<file path="src/rtl/word_packer_if.sv">
// Byte-in / word-out bus of word_packer: UART byte strobes, flush/clear controls,
// FIFO full flag in; FIFO write flag/data, overrun, word count (and optional checksum) out.
// Optional checksum signal present only when PACKER_CHECKSUM_EN is defined.
interface word_packer_if #(
    parameter int DATA_WIDTH  = 32,
    parameter int COUNT_WIDTH = 16
);
    logic                   packer_byte_valid_i;
    logic [7:0]             packer_byte_i;
    logic                   packer_flush_i;
    logic                   packer_clear_i;
    logic                   packer_fifofull_i;
    logic                   packer_writeflag_o;
    logic [DATA_WIDTH-1:0]  packer_writedata_o;
    logic                   packer_overrun_o;
    logic [COUNT_WIDTH-1:0] packer_wordcount_o;
`ifdef PACKER_CHECKSUM_EN
    logic [DATA_WIDTH-1:0]  packer_checksum_o;
`endif

    // Packer side.
    modport master (
        input  packer_byte_valid_i, packer_byte_i, packer_flush_i, packer_clear_i,
               packer_fifofull_i,
        output packer_writeflag_o, packer_writedata_o, packer_overrun_o,
               packer_wordcount_o
`ifdef PACKER_CHECKSUM_EN
        , output packer_checksum_o
`endif
    );

    // Byte source / FIFO side.
    modport slave (
        output packer_byte_valid_i, packer_byte_i, packer_flush_i, packer_clear_i,
               packer_fifofull_i,
        input  packer_writeflag_o, packer_writedata_o, packer_overrun_o,
               packer_wordcount_o
`ifdef PACKER_CHECKSUM_EN
        , input packer_checksum_o
`endif
    );
endinterface

</file>
<file path="src/rtl/word_packer.sv">
// Packs byte strobes little-endian into DATA_WIDTH words and pushes them to a FIFO.
// Latency: word-completing byte at cycle N -> writeflag at N+1 when FIFO not full.
// Backpressure: one completed word held while FIFO full; a further completion is dropped (overrun).
// Ports: packer_clk_i, packer_rst_i (async, active-high), bus (word_packer_if.master).
// Optional feature macro: PACKER_CHECKSUM_EN adds packer_checksum_o (sum of pushed words).
module word_packer #(
    parameter int DATA_WIDTH  = 32,
    parameter int COUNT_WIDTH = 16
) (
    input  logic          packer_clk_i,
    input  logic          packer_rst_i,
    word_packer_if.master bus
);
    localparam int BPW   = DATA_WIDTH / 8;
    localparam int IDX_W = (BPW > 1) ? $clog2(BPW) : 1;

    typedef enum logic [1:0] {
        S_COLLECT,
        S_PUSH,
        S_HOLD
    } state_t;

    state_t                 state_q, state_d;
    logic [IDX_W-1:0]       idx_q, idx_d;
    logic [DATA_WIDTH-1:0]  asm_q, asm_d;
    logic [DATA_WIDTH-1:0]  writedata_q, writedata_d;
    logic                   overrun_q, overrun_d;
    logic [COUNT_WIDTH-1:0] wordcount_q, wordcount_d;
`ifdef PACKER_CHECKSUM_EN
    logic [DATA_WIDTH-1:0]  checksum_q, checksum_d;
`endif

    logic [DATA_WIDTH-1:0]  merged;
    logic                   complete;
    logic                   busy;
    logic                   push;
    logic                   overrun_evt;
    logic                   load;

    always_comb begin
        // Incoming byte is merged before the completion decision, so a same-cycle
        // flush includes it.
        merged = asm_q;
        for (int k = 0; k < BPW; k++) begin
            if (bus.packer_byte_valid_i && idx_q == IDX_W'(k)) begin
                merged[k*8 +: 8] = bus.packer_byte_i;
            end
        end

        complete = (bus.packer_byte_valid_i && idx_q == IDX_W'(BPW - 1)) ||
                   (bus.packer_flush_i && (idx_q != '0 || bus.packer_byte_valid_i));

        busy        = (state_q != S_COLLECT);
        push        = busy && !bus.packer_fifofull_i;
        // Output buffer occupied and not draining this cycle: the new word has nowhere to go.
        overrun_evt = complete && busy && bus.packer_fifofull_i;
        load        = complete && !overrun_evt;

        state_d = state_q;
        if (load) begin
            state_d = S_PUSH;
        end else if (push) begin
            state_d = S_COLLECT;
        end else if (busy) begin
            state_d = S_HOLD;
        end

        writedata_d = load ? merged : writedata_q;

        // Assembly register is zeroed on completion so unfilled lanes of the next word read 0.
        asm_d = complete ? '0 : merged;
        if (complete) begin
            idx_d = '0;
        end else if (bus.packer_byte_valid_i) begin
            idx_d = idx_q + IDX_W'(1);
        end else begin
            idx_d = idx_q;
        end

        // Clear applies first, then the event of the same cycle.
        overrun_d   = overrun_evt ? 1'b1 : (bus.packer_clear_i ? 1'b0 : overrun_q);
        wordcount_d = (bus.packer_clear_i ? '0 : wordcount_q) +
                      {{(COUNT_WIDTH-1){1'b0}}, push};
`ifdef PACKER_CHECKSUM_EN
        checksum_d  = (bus.packer_clear_i ? '0 : checksum_q) +
                      (push ? writedata_q : '0);
`endif
    end

    always_ff @(posedge packer_clk_i or posedge packer_rst_i) begin
        if (packer_rst_i) begin
            state_q     <= S_COLLECT;
            idx_q       <= '0;
            asm_q       <= '0;
            writedata_q <= '0;
            overrun_q   <= 1'b0;
            wordcount_q <= '0;
`ifdef PACKER_CHECKSUM_EN
            checksum_q  <= '0;
`endif
        end else begin
            state_q     <= state_d;
            idx_q       <= idx_d;
            asm_q       <= asm_d;
            writedata_q <= writedata_d;
            overrun_q   <= overrun_d;
            wordcount_q <= wordcount_d;
`ifdef PACKER_CHECKSUM_EN
            checksum_q  <= checksum_d;
`endif
        end
    end

    // The write flag must reflect the full flag of the same cycle so it is never raised
    // into a full FIFO; it is decoded from the registered state, gated by fifofull.
    assign bus.packer_writeflag_o = push;
    assign bus.packer_writedata_o = writedata_q;
    assign bus.packer_overrun_o   = overrun_q;
    assign bus.packer_wordcount_o = wordcount_q;
`ifdef PACKER_CHECKSUM_EN
    assign bus.packer_checksum_o  = checksum_q;
`endif
endmodule

</file>
<file path="src/flat_wrapper.sv">
// flat-port wrapper written by rule: the top's interface ports become plain ports
module word_packer_flat 
#(
    parameter int DATA_WIDTH  = 32,
    parameter int COUNT_WIDTH = 16
)
  (packer_clk_i, packer_rst_i, bus_packer_byte_valid_i, bus_packer_byte_i, bus_packer_flush_i, bus_packer_clear_i, bus_packer_fifofull_i, bus_packer_writeflag_o, bus_packer_writedata_o, bus_packer_overrun_o, bus_packer_wordcount_o);
  word_packer_if #(.DATA_WIDTH(DATA_WIDTH), .COUNT_WIDTH(COUNT_WIDTH)) bus_i ();
  input  logic packer_clk_i;
  input  logic packer_rst_i;
  input wire logic [$bits(bus_i.packer_byte_valid_i)-1:0] bus_packer_byte_valid_i;
  input wire logic [$bits(bus_i.packer_byte_i)-1:0] bus_packer_byte_i;
  input wire logic [$bits(bus_i.packer_flush_i)-1:0] bus_packer_flush_i;
  input wire logic [$bits(bus_i.packer_clear_i)-1:0] bus_packer_clear_i;
  input wire logic [$bits(bus_i.packer_fifofull_i)-1:0] bus_packer_fifofull_i;
  output wire logic [$bits(bus_i.packer_writeflag_o)-1:0] bus_packer_writeflag_o;
  output wire logic [$bits(bus_i.packer_writedata_o)-1:0] bus_packer_writedata_o;
  output wire logic [$bits(bus_i.packer_overrun_o)-1:0] bus_packer_overrun_o;
  output wire logic [$bits(bus_i.packer_wordcount_o)-1:0] bus_packer_wordcount_o;
  assign bus_i.packer_byte_valid_i = bus_packer_byte_valid_i;
  assign bus_i.packer_byte_i = bus_packer_byte_i;
  assign bus_i.packer_flush_i = bus_packer_flush_i;
  assign bus_i.packer_clear_i = bus_packer_clear_i;
  assign bus_i.packer_fifofull_i = bus_packer_fifofull_i;
  assign bus_packer_writeflag_o = bus_i.packer_writeflag_o;
  assign bus_packer_writedata_o = bus_i.packer_writedata_o;
  assign bus_packer_overrun_o = bus_i.packer_overrun_o;
  assign bus_packer_wordcount_o = bus_i.packer_wordcount_o;
  word_packer #(.DATA_WIDTH(DATA_WIDTH), .COUNT_WIDTH(COUNT_WIDTH)) u_core (.packer_clk_i(packer_clk_i), .packer_rst_i(packer_rst_i), .bus(bus_i));
endmodule
</file>
<file path="config.mk">
export PLATFORM = sky130hd
export DESIGN_NAME = word_packer_flat
export DESIGN_NICKNAME = d
export VERILOG_FILES = /design/src/rtl/word_packer_if.sv /design/src/rtl/word_packer.sv /design/src/flat_wrapper.sv
export SDC_FILE = /design/constraint.sdc
export NUM_CORES = 1
export LEC_CHECK = 0
export BUFFER_PORTS_ARGS = -buffer_cell sky130_fd_sc_hd__buf_2
export CAP_MARGIN = 20
export CORE_ASPECT_RATIO = 0.75
export CORE_MARGIN = 2
export CORE_UTILIZATION = 49
export CTS_CLUSTER_SIZE = 12
export DETAILED_ROUTE_END_ITERATION = 8
export PLACE_DENSITY = 0.81
export SYNTH_ARGS = -nofsm -noshare
export SYNTH_HDL_FRONTEND = slang
export SYNTH_SLANG_ARGS = --single-unit
</file>
<file path="constraint.sdc">
create_clock -name packer_clk_i -period 3.4 [get_ports packer_clk_i]
set_input_delay 0.68 -clock packer_clk_i [delete_from_list [all_inputs] [get_ports packer_clk_i]]
set_output_delay 0.68 -clock packer_clk_i [all_outputs]
set_load 0.03 [all_outputs]
</file>
[Word-level counts from Yosys, hierarchy flattened]
Cells that the tools add are included.
Operators by class
  add/sub/neg operators: 2
  $mul: 0
  div/mod/pow operators: 0
  $lt $le $gt $ge: 0
  equality and inequality tests: 3
  shifts and indexed selects: 0
  muxes and demuxes: 13
  bitwise operators: 0
  reduce and logical (&&, ||, !) cells: 19
Operators by type and width (number)
  32-bit 2-to-1 mux: 1
  8-bit 2-to-1 mux: 4
  16-bit by 1-bit adder with 16-bit output: 1
  16-bit 2-to-1 mux: 1
  2-bit 2-to-1 mux: 5
  1-bit logical AND: 9
  2-bit nonzero test: 4
  2-bit == test (second input constant): 2
  3-bit nonzero test: 1
  2-bit by 1-bit adder with 2-bit output (second input constant): 1
  2-bit by 1-bit == test with 1-bit output (second input constant): 1
  1-bit logical NOT: 2
  2-bit logical NOT: 1
  1-bit logical OR: 2
  1-bit 2-to-1 mux: 2
Storage, ports and cells
  register bits after elaboration: 85
  latch bits: 0
  RAM bits: 0
  bits in read-only memories: 0
  input bits: 14
  output and inout bits: 50
  word-level logic and storage cells: 43
  memories kept: 0

[Logic depth before layout (Yosys ltp)]
Gate-level depths: netlist (run 1).
  word-level depth: 9
  mapped depth: 9
  mapped depth without buffers: 8

[Worst setup path after synthesis (run 1)]
No wires, ideal clock.
  path kind: input port to flip-flop
  start: in bus_packer_fifofull_i
  end: reg u_core.wordcount_q[14] (netlist: u_core.bus.packer_wordcount_o[14])
  setup time: 125 ps
  arrival time: 2303 ps
  required time: 3275 ps
  setup slack: 972 ps
  stages on the path: 7
  path buffers: 0
  cells stage by stage: nor2_1 ha_1 ha_1 nand3_1 nor3_1 nand4_1 mux2_2
Between the ends
  word-level cells in the longest chain between the ends: 3
RTL lines
  from (decl): RTL line flat_wrapper.sv:15  | input wire logic [$bits(bus_i.packer_fifofull_i)-1:0] bus_packer_fifofull_i;
  1-bit logical NOT: RTL line word_packer.sv:54  | push = busy && !bus.packer_fifofull_i;
  1-bit logical AND: RTL line word_packer.sv:54
  16-bit by 1-bit adder with 16-bit output: RTL line word_packer.sv:82  | wordcount_d = (bus.packer_clear_i ? '0 : wordcount_q) +
  net u_core.wordcount_d[14]: RTL line word_packer.sv:28  | logic [COUNT_WIDTH-1:0] wordcount_q, wordcount_d;
  to (signal assigned): RTL line word_packer.sv:107  | wordcount_q <= wordcount_d;
  to (decl): RTL line word_packer.sv:28
The timed path passes the listed nets, and every way through them passes these cells.
A chain may end at the register's enable or synchronous reset.

[Final worst setup path (run 1)]
  start: reg u_core.idx_q[0]
  end: reg u_core.writedata_q[22] (netlist: u_core.bus.packer_writedata_o[22])
Between the ends
  word-level cells in the longest chain between the ends: 8
  elaborated cells between the ends (all ways): 13
  those cells by class: eq/ne: 2; mux: 1; reduce/logical: 10
RTL lines
  from (decl): RTL line word_packer.sv:24  | logic [IDX_W-1:0] idx_q, idx_d;
  from (signal assigned): RTL line word_packer.sv:103  | idx_q <= idx_d;
  2-bit nonzero test: RTL line word_packer.sv:51  | (bus.packer_flush_i && (idx_q != '0 || bus.packer_byte_valid_i));
  1-bit logical OR: RTL line word_packer.sv:51
  1-bit logical AND: RTL line word_packer.sv:51
  1-bit logical OR: RTL line word_packer.sv:50  | complete = (bus.packer_byte_valid_i && idx_q == IDX_W'(BPW - 1)) ||
  1-bit logical AND (2 in a row): RTL line word_packer.sv:56  | overrun_evt = complete && busy && bus.packer_fifofull_i;
  1-bit logical NOT: RTL line word_packer.sv:57  | load = complete && !overrun_evt;
  1-bit logical AND: RTL line word_packer.sv:57
  to (signal assigned): RTL line word_packer.sv:105  | writedata_q <= writedata_d;
  to (decl): RTL line word_packer.sv:26  | logic [DATA_WIDTH-1:0] writedata_q, writedata_d;
Parallel ways exist; a longest one is shown, timed or not.

==> results of run 1 <==
[kinds of logic after synthesis]
kind of cell	share of synthesized area
simple gates	0.149
flops	0.617
compound gates	0.0617
mux	0.0991
buf+inv	0.0236
xor+xnor	0.0279
fa+ha+maj	0.0218
[cell type report]
class / instances / area [sq um]
fill: 546 / 2710
sequential: 85 / 2130
multi-input combinational: 206 / 1250
timing repair buffer: 68 / 353
clock buffer: 10 / 138
tap: 84 / 105
clock inverter: 6 / 86.3
inverter: 7 / 27.5
[per-layer routing]
| layer | vias to the layer above | GRT usage | wire length, microns |
|---|---|---|---|
| li1 | 1167 | - | - |
| met1 | 1195 | 0.285 | 3370 |
| met2 | 55 | 0.301 | 3310 |
| met3 | 7 | 0.0578 | 288 |
| met4 | 0 | 0.0479 | 76 |
| met5 | - | 0 | 0 |
[power groups by stage]
stage	clock, uW	sequential [uW]	combinational, uW
2_1_floorplan	0	1890	591
3_3_place_gp	0	1480	1350
3_5_place_dp	0	1500	1400
4_1_cts	797	1480	1410
5_1_grt	835	1520	1520
6_report	777	1480	1400
[Yosys cell counts, types with 2 or more instances]
cell type,instances,area (sq um)
nand2b_1,6,37.5
ha_1,6,75.1
nand3_1,5,25.0
nor2b_1,3,18.8
o21ai_0,5,25.0
a21oi_1,36,180
inv_1,7,26.3
mux2i_1,33,330
and3_1,2,12.5
dfrtp_1,85,2130
or3_1,3,18.8
nor2_1,77,289
nand2_1,8,30.0
buf_1,3,11.3
nand4_1,2,12.5
nor4_1,2,12.5
xor2_1,4,35.0
buf_2,5,25.0
clkbuf_1,5,18.8
xnor2_1,7,61.3
[registers in the layout (all words and copies together), names as in the netlist]
signal and flops:
u_core.idx_q 2, u_core.bus.packer_wordcount_o 16, u_core.asm_q 32, u_core.state_q 2, u_core.bus.packer_overrun_o 1, u_core.bus.packer_writedata_o 32
[worst paths after layout]
kind | start | cells past startpoint | to
max | u_core.idx_q[0] | 7 | u_core.bus.packer_writedata_o[22]
min | packer_rst_i | 2 | u_core.bus.packer_writedata_o[15]
max reg2reg | u_core.idx_q[0] | 7 | u_core.bus.packer_writedata_o[22]
min reg2reg | u_core.asm_q[7] | 2 | u_core.asm_q[7]
max in group asynchronous | packer_rst_i | 3 | u_core.bus.packer_writedata_o[19]
min in group packer_clk_i | u_core.asm_q[7] | 2 | u_core.asm_q[7]
[per-stage QoR]
stage | hold WS [ns] | total power, uW
2_1_floorplan | 0.485 | 2480
3_3_place_gp | 0.501 | 2830
3_5_place_dp | 0.513 | 2900
4_1_cts | 0.430 | 3690
5_1_grt | 0.467 | 3870
6_report | 0.418 | 3650
==> metrics.txt, run 1 <==
pins over their slew limit=0; drt initial violations=153; average cell area after synthesis=11.1 sq um; WL per Instance=15.1 microns; clk_skew=0.0130 ns; DP Area=3860 sq um; Seq pwr share=0.405; worst min path class=in -> async; clk sinks=85; GP Congestion=0.833; post-route design area=4090 sq um; Placed Cells=450; Worst-path clk slew=0.08 ns; max-cap viol count=0; final hold vios=0; largest net degree at the start of global routing=44; # setup viols final=0; final net count=397; DRT antenna net count=0; synthesized area=3450 sq um; latest clock arrival within the worst-skew pair=0.35 ns; final worst slack=1.30 ns; Bufs on Longest Clock Path=2; hold_buf cts=0; final WL=7.04 mm; worst-margin pin slew=0.715 ns; CTS tree=built; post-synthesis sequential area ratio=0.617; CP Capture Type=register; WS Path Type=reg -> reg; dpl hpwl=4.98 mm; antenna violations before repair=0; number of global-route vias before repair=2388; non-filler cells, final=466; DRC Markers=0; core area=6800 sq um; Post-Syn Nets=331; die extent in x=101 microns; Die ar.=7730 sq um; P_leak=0.00220 uW; Power Internal=2170 uW; Crit path max-delay family=compound AO/OA/AOI/OAI gates; CTS root buffer=clkbuf_8; TritonCTS Buffers=9; Sum Neg Setup Slack=0 ns; CP bufs+invs=2; unrepaired setup endpoints after global routing=no; post-CTS setup buffers=0; commonest non-fill, non-tap cell in the layout=dfrtp_1; reg-to-reg slack, setup=1.30 ns; Final Critical Period=2.10 ns; critical path's slowest cell=a21oi_4; Ys Warns=0; final core occ=0.601; layout cells sized above 1=0.236; chip height=76.6 microns; worst-path cell chain=inv_1, ha_1, nand2b_1, a21oi_4, buf_4, nor2_1, a21oi_1; part of the power in combinational logic=0.382; P_sw=1480 uW; Crit Path Max Fanout=25; gr usage total=0.199; Synth Register Bits=85; PD cells=894 nW/um^2; diodes inserted=0; outcome=completed; most frequent cells in the layout=dfrtp_1, nor2_1, buf_2; Vias=2424; starting density of the core=0.507; element type at the critical path start=register; period utilisation layout=0.618; Via density=5.20; Port Buffer Count=63; row cnt=26; Max VDD drop=0.000460 V; fraction of power consumed by the clock network=0.213; number of flops mapped to enable cells by yosys=0; data required time at the worst endpoint=3.65 ns; first-pass GRT wire length=11.7 mm; io pins=64; Primary FF master, synth=dfrtp_1; post-synth cell types=27; Fmax=476 MHz; crit-path max cell delay=0.47 ns; ys async rst share=1.00; H-tree Lvls=3; total grt overflow=0; pre-CTS setup slack=1.01 ns; slew margin rel.=0.523; Sw Share=0.405; Syn Inst Count=311; crit path DAT=2.35 ns; router iterations before antenna repair=5; area delta synth->final=18.5%; PostCTS Resize Cnt=0
(Power assumes the default switching activity.)
==> run 2, diff against run 1 <==
clock period = 2.1 ns   (was 3.4 ns; I/O delays follow)
==> run 2 against run 1 <==
First-iteration DRC count down 1.3%. Sequential share of layout area down 0.27 points. Cell count unchanged. Sequential power up 60%. Flip-flop and latch count unchanged. Critical path depth up 1. Wire length about the same. Non-clock buffer count unchanged. Global-route usage down 0.35 points. Final area up 0.52%. Clock power up 60%.
==> metrics.txt, run 2 (synthesis gave the netlist of run 1 again) <==
final WL=7.05 mm; row cnt=26; pins over their slew limit=0; post-route design area=4110 sq um; GP Congestion=0.806; router iterations before antenna repair=4; Sum Neg Setup Slack=0 ns; Crit Path Max Fanout=5; Power Internal=3510 uW; P_sw=2390 uW; clk sinks=85; Port Buffer Count=63; unrepaired setup endpoints after global routing=no; antenna violations before repair=0; FF/Latch Area=2130 sq um; core area=6800 sq um; worst-path cell chain=nor2_1, nor2_2, ha_1, ha_1, nand3_1, nor3_1, nand4_1, mux2_2; final core occ=0.604; Final Critical Period=1.95 ns; data required time at the worst endpoint=2.33 ns; period utilisation layout=0.926; slew margin rel.=0.653; latest clock arrival within the worst-skew pair=0.35 ns; first-pass GRT wire length=11.6 mm; Via density=5.18; starting density of the core=0.507; element type at the critical path start=register; diodes inserted=0; clk_skew=0.00815 ns; critical path's slowest cell=dfrtp_1; area delta synth->final=19.2%; most used cell, CP=ha_1; final net count=397; pre-CTS setup slack=0.0706 ns; Max VDD drop=0.000631 V; final hold vios=0; WS Path Type=reg -> reg; drt initial violations=151; Fillers=560; gr usage total=0.195; # setup viols final=0; PostCTS Resize Cnt=0; Vias=2415; most frequent cells in the layout=dfrtp_1, nor2_1, buf_2; final worst slack=0.155 ns; number of global-route vias before repair=2348; hold slack=0.0856 ns; Worst-path clk slew=0.08 ns; commonest non-fill, non-tap cell in the layout=dfrtp_1; CTS tree=built; crit path DAT=2.18 ns; dpl hpwl=4.87 mm; multi-input logic area=1250 sq um; layout cells sized above 1=0.233; max-cap viol count=0; CTS root buffer=clkbuf_8; worst min path class=in -> async; CP Capture Type=register; P_leak=0.00219 uW; chip height=76.6 microns; Bufs on Longest Clock Path=2; H-tree Lvls=3; post-CTS setup buffers=0; hold_buf cts=0; TritonCTS Buffers=9; DRC Markers=0; Fmax=514 MHz; worst-margin pin slew=0.519 ns; WL per Instance=15.1 microns; crit-path max cell delay=0.36 ns; DRT antenna net count=0; Sw Share=0.406; largest net degree at the start of global routing=66; part of the power in combinational logic=0.388; PD cells=1440 nW/um^2; total grt overflow=0; outcome=completed; Seq pwr share=0.402; Die ar.=7730 sq um; DP Area=3890 sq um; die extent in x=101 microns; fraction of power consumed by the clock network=0.210; io pins=64
## run 2: changes by cell type in the layout (fill, tap and decap cells not counted), sizes merged
cell and delta:
clkinv -4, clkinvlp +2, clkbuf +1, inv +1
## run 2: metal layers
| layer | up-vias | wire [microns] | part of all wire | track usage |
|---|---|---|---|---|
| met2 | 50 | 3440 | 0.49 | 0.299 |
| met4 | 0 | 65 | 0.0092 | 0.0603 |
| met3 | 6 | 297 | 0.042 | 0.0642 |
| met1 | 1199 | 3240 | 0.46 | 0.266 |
| li1 | 1160 | - | - | - |
| met5 | - | 0 | 0 | 0 |
## run 2: critical path, delay by kind of cell (launching register included)
family | cells | cell delay [ns]
mux | 1 | 0.29
simple gates | 5 | 0.71
fa+ha+maj | 2 | 0.47
flops | 1 | 0.36
## run 2: power groups by stage
stage	Clock, uW	Sequential (uW)	Combinational (uW)
5_1_grt	1330	2440	2490
6_report	1240	2370	2290
2_1_floorplan	0	3050	959
4_1_cts	1270	2380	2310
3_3_place_gp	0	2390	2210
3_5_place_dp	0	2400	2290
## run 2: layout make-up
cell class                 instances  area share
sequential                        85       0.518
multi-input combinational        206       0.305
timing repair buffer              68      0.0920
clock buffer                      11      0.0320
tap                               84      0.0256
clock inverter                     5      0.0204
inverter                           7     0.00731
## run 2: worst paths after layout
| kind | startpoint | end | slack (ns) | cells past startpoint |
|---|---|---|---|---|
| min | packer_rst_i | u_core.asm_q[11] | 0.09 | 2 |
| max in group asynchronous | packer_rst_i | u_core.bus.packer_wordcount_o[9] | 1.41 | 3 |
| min in group packer_clk_i | bus_packer_byte_i[3] | u_core.asm_q[11] | 0.41 | 3 |
| min reg2reg | u_core.bus.packer_writedata_o[21] | u_core.bus.packer_writedata_o[21] | 0.53 | 2 |
| max | u_core.state_q[1] | u_core.bus.packer_wordcount_o[14] | 0.15 | 8 |
| max reg2reg | u_core.state_q[1] | u_core.bus.packer_wordcount_o[14] | 0.15 | 8 |
## run 2: per-stage QoR
| step | power (uW) | cells |
|---|---|---|
| after detailed placement | 4690 | 450 |
| final | 5900 | 466 |
| after floorplan | 4010 | 311 |
| after global placement | 4600 | 450 |
| after global routing | 6260 | 466 |
| after CTS | 5960 | 466 |
